### config.mk
export PLATFORM = sky130hd
export DESIGN_NAME = imem_load_ctrl
export DESIGN_NICKNAME = d
export VERILOG_FILES = /design/src/rtl/imem_load_ctrl.sv
export SDC_FILE = /design/constraint.sdc
export NUM_CORES = 1
export LEC_CHECK = 0
export BUFFER_PORTS_ARGS = -buffer_cell sky130_fd_sc_hd__buf_2
export CORE_UTILIZATION = 35
export CTS_BUF_LIST = sky130_fd_sc_hd__clkbuf_8
export DETAILED_ROUTE_END_ITERATION = 10
export GPL_TIMING_DRIVEN = 0
export SLEW_MARGIN = 20
export SYNTH_ARGS = -nofsm -noshare
export SYNTH_HDL_FRONTEND = slang
export SYNTH_SLANG_ARGS = --single-unit
### constraint.sdc
create_clock -name clk -period 4.2 [get_ports clk]
set_input_delay 0.63 -clock clk [delete_from_list [all_inputs] [get_ports clk]]
set_output_delay 0.63 -clock clk [all_outputs]
set_load 0.005 [all_outputs]
### src/rtl/imem_load_ctrl.sv
// imem_load_ctrl: loads a program into instruction RAM, then serves CPU fetches from it
module imem_load_ctrl #(
   parameter int DATA_WIDTH = 16,
   parameter int ADDR_WIDTH = 16,
   parameter int MAX_WORDS  = 256
) (
   input  logic                  clk,
   input  logic                  rst,
   input  logic                  load_start,
   input  logic                  wr_valid,
   input  logic [DATA_WIDTH-1:0] wr_data,
   input  logic                  wr_last,
   output logic                  wr_ready,
   input  logic                  fetch_req,
   input  logic [ADDR_WIDTH-1:0] PC,
   output logic                  mem_cs,
   output logic                  mem_we,
   output logic [ADDR_WIDTH-1:0] mem_addr,
   output logic [DATA_WIDTH-1:0] mem_wdata,
   input  logic [DATA_WIDTH-1:0] mem_rdata,
   output logic [DATA_WIDTH-1:0] instruction,
   output logic                  instr_valid,
   output logic                  stall,
   output logic [ADDR_WIDTH-1:0] load_count,
   output logic                  load_err
);
   typedef enum logic [1:0] {IDLE, LOAD, RUN} state_t;
   localparam logic [ADDR_WIDTH-1:0] LAST_PTR = ADDR_WIDTH'(MAX_WORDS - 1);
   localparam logic [ADDR_WIDTH-1:0] CAPACITY = ADDR_WIDTH'(MAX_WORDS);
   state_t                state;
   logic [ADDR_WIDTH-1:0] wr_ptr;
   logic                  accept;
   logic                  hit;
   // RAM port steering: loader writes in LOAD, in-range fetch reads in RUN (a fetch racing load_start is dropped)
   always_comb begin
      accept    = state == LOAD && wr_valid;
      hit       = state == RUN && fetch_req && !load_start && PC < load_count;
      wr_ready  = state == LOAD;
      stall     = state != RUN;
      mem_cs    = accept || hit;
      mem_we    = accept;
      mem_addr  = accept ? wr_ptr : hit ? PC : '0;
      mem_wdata = accept ? wr_data : '0;
   end
   // Load/run sequencing, overflow detection and the registered fetch result
   always_ff @(posedge clk) begin
      if (rst) begin
         state       <= IDLE;
         wr_ptr      <= '0;
         load_count  <= '0;
         load_err    <= 1'b0;
         instruction <= '0;
         instr_valid <= 1'b0;
      end else begin
         instr_valid <= 1'b0;
         if (load_start) begin
            state    <= LOAD;
            wr_ptr   <= '0;
            load_err <= 1'b0;
         end else if (accept) begin
            if (wr_last) begin
               load_count <= wr_ptr + ADDR_WIDTH'(1);
               state      <= RUN;
            end else if (wr_ptr == LAST_PTR) begin
               load_err   <= 1'b1;
               load_count <= CAPACITY;
               state      <= RUN;
            end else begin
               wr_ptr <= wr_ptr + ADDR_WIDTH'(1);
            end
         end else if (state == RUN && fetch_req) begin
            instr_valid <= 1'b1;
            instruction <= hit ? mem_rdata : '0;
         end
      end
   end
endmodule
==> run_results.csv <==
group,metric,value,unit
worst_setup_path,rr_startpoint,"load_count[15]",
clocking,htreeDepth,2,
yosys,yosys-top-cells-count,"52 x dfxtp_1, 26 x nor2_1, 19 x and2_1, 19 x inv_1, 19 x nand2_1",
worst_setup_path,cp.arrival,2940,ps
yosys,synth.top_cell.area_share,0.363,
placed_design,gp_congestion,0.813,
placed_design,place_inst,548,
pwr,powerDensity,237,nW/µm²
sta,max_freq,0.280,GHz
placed_design,place.port_buffers,123,
clocking,clk_path_buf_depth,2,
yosys,synth_area_leader_cell,"dfxtp_1",
worst_setup_path,worstPathRequired,3570,ps
pwr,p_sw,210,µW
drt,vias,2922,
pwr,ir_worst_vdd,117,µV
yosys,avgSynthCellArea,8.87,µm²
cells_and_area,antenna_cells,0,
worst_setup_path,end_kind,"primary output",
min_path,hold_path_class,"flip-flop to flip-flop",
yosys,synth_edf_count,0,
yosys,async_flop_share,0,
worst_setup_path,r2r_slack,1530,ps
drt,post_drt_wl_per_cell,15.1,µm
placed_design,dpl.hpwl,6.63,mm
grt,grt_pass1_vias,2712,
pwr,p_sw_frac,0.241,
drt,routed_wl,8.40,mm
yosys,postSynthCellCount,323,
floorplanning,placementRows,32,
drt,drtIter0Drc,156,
cells_and_area,final_nets,523,
floorplanning,dieArea,8550,µm²
sta,setup_slack,626,ps
sta,slew_viol_final,0,
floorplanning,ios,124,
sta,tightest_slew,713,ps
cells_and_area,drive_above_1_share,0.335,
floorplanning,die_w,92.5,µm
cells_and_area,instances_no_fill,556,
pwr,power_frac_seq,0.567,
clocking,clkLatencyLatePin,300,ps
grt,grt_overflow,0,
cells_and_area,final_util,0.474,
min_path,holdPathEnd,"instruction[10]",
yosys,yosysMostFrequentCell,"dfxtp_1",
worst_setup_path,regToRegEndpoint,"instruction[8]",
clocking,cts_resized,0,
pwr,leakagePower,0.00171,µW
grt,grt_max_degree,15,
worst_setup_path,r2r_cells,8,
sta,finalSetupViolCount,0,
drt,ant_nets,0,
clocking,cts_tree,"yes",
placed_design,pre_cts_slack,656,ps
yosys,yosys_most_used_dff,"dfxtp_1",
yosys,ys_types,44,
drt,first_pass_iters,4,
sta,grt_setup_unrepaired,"false",
floorplanning,start_util,0.367,
pwr,clkPwrFrac,0.329,
yosys,ys_ff_latch,52,
cells_and_area,syn2layout_area_growth,29.1,%
yosys,ys_warn_count,0,
worst_setup_path,crit_type,"primary input to primary output",
worst_setup_path,worstPathMaxFanout,10,
drt,drc,0,
yosys,syn_area,2870,µm²
sta,layout_min_cycle_time,3570,ps
clocking,post_cts_buffers,0,
sta,tns,0,ps
grt,grt_pass1_wl,13.4,mm
floorplanning,die_h,92.5,µm
pwr,p_comb_frac,0.104,
yosys,syn-num-nets,393,
clocking,cts_buffers,5,
sta,period_share,0.851,
grt,antenna_found_initial,0,
clocking,clockRootBuffer,"clkbuf_8",
floorplanning,core_area,7810,µm²
sta,maxSlewHeadroom,0.520,
sta,finalHoldViolCount,0,
outcome,status,"finished, final reports clean",
drt,viasPerCell,5.26,
sta,finClkSkew,7.58,ps
clocking,postCtsHoldBufs,0,
pwr,cellInternalPower,664,µW
run,maxCapViolCount,0,
yosys,synth_area_leaders,"dfxtp_1 36%, ha_1 7.0%, a32o_2 5.1%, a22o_1 4.9%, xnor2_1 4.3%",
yosys,ys_seq_area_frac,0.363,
clocking,path_clk_slew,80,ps
min_path,hold_path_depth,1,
worst_setup_path,critPathLaunchType,"primary input",
min_path,hp-start,"instruction[10]",
grt,track_usage,0.198,
clocking,cts_sinks,52,
==> worst max-delay path, stage by stage <==
cell and delay [ps]:
buf_2 110, ha_1 300, nand4_1 160, or3_1 450
a2111oi_2 620, nor4_4 160, buf_6 190, a22o_1 200
buf_2 130
==> cells in the final DEF (no fill, tap or decap), types with 2 or more instances in the layout <==
master and instances:
a21oi_1 13, a22o_1 16, a32o_1 3, a32o_2 13, and2_1 19, and3_1 5, and4_1 3, buf_1 2
buf_2 126, buf_6 3, clkbuf_1 14, clkbuf_8 6, dfxtp_1 52, ha_1 16, inv_1 21, nand2_1 19
nand2b_1 3, nand3_1 13, nand3b_1 3, nand4_1 7, nor2_1 26, nor3_1 7, nor4_1 5, o21ai_0 4
o2bb2ai_1 5, o32ai_1 5, xnor2_1 14, xor2_1 14
==> cell type report <==
| class | count | area, µm² |
|---|---|---|
| fillers | 821 | 4110 |
| multi-input cells | 229 | 1640 |
| flip-flops and latches | 52 | 1040 |
| repair buffers | 123 | 616 |
| well taps | 102 | 128 |
| plain buffers | 22 | 109 |
| clock buffers | 6 | 82.6 |
| inverters | 20 | 75.1 |
| clock inverters | 2 | 7.51 |
==> state kept, by name (all words and copies together) (netlist names) <==
register / flops
state: 2
instruction: 16
load_count: 16
wr_ptr: 16
load_err: 1
instr_valid: 1
==> per-layer routing <==
layer	routed length [µm]	track usage	share of wire	vias to the layer above
met5	0	0	0	-
met3	683	0.0353	0.081	6
met2	3730	0.330	0.44	131
li1	-	-	-	1418
met1	3920	0.266	0.47	1367
met4	65	0.0430	0.0077	0
==> logic make-up (layout without fill, tap and decap cells) <==
logic type	Yosys count	count (layout)	synth area share
buffers and inverters	42	173	0.0642
AOI/OAI and AO/OA	65	65	0.189
muxes	1	1	0.00349
DFF	52	52	0.363
xor gates and xnor gates	28	28	0.0856
and+or+nand+nor	119	119	0.224
adders and majority gates	16	16	0.0699
==> worst max path at each step <==
stage                               from           end  slack (ps)  depth (start not counted)
after global placement            PC[15]   mem_addr[8]         630                          9
after CTS                         PC[15]   mem_addr[8]         650                          9
after global routing      load_count[15]        mem_cs         480                          9
after floorplan                    PC[9]  mem_addr[10]        1190                          7
after detailed placement          PC[15]   mem_addr[8]         660                          9
final                             PC[15]   mem_addr[6]         630                          9
==> stage by stage <==
step | power, µW | hold WS (ps) | cell area [µm²]
5_1_grt | 915 | 493 | 3700
3_3_place_gp | 597 | 447 | 3610
2_1_floorplan | 549 | 460 | 2870
3_5_place_dp | 598 | 451 | 3610
6_report | 875 | 466 | 3700
4_1_cts | 886 | 471 | 3700
==> power by group through the flow <==
stage               registers [µW]  clock network, µW  logic, µW
global placement               507                  0       89.7
floorplan                      507                  0       41.3
finish                         496                288       90.9
detailed placement             508                  0       90.8
global route                   496                317        102
CTS                            496                298       91.3
Power figures use the tool's default switching activity.
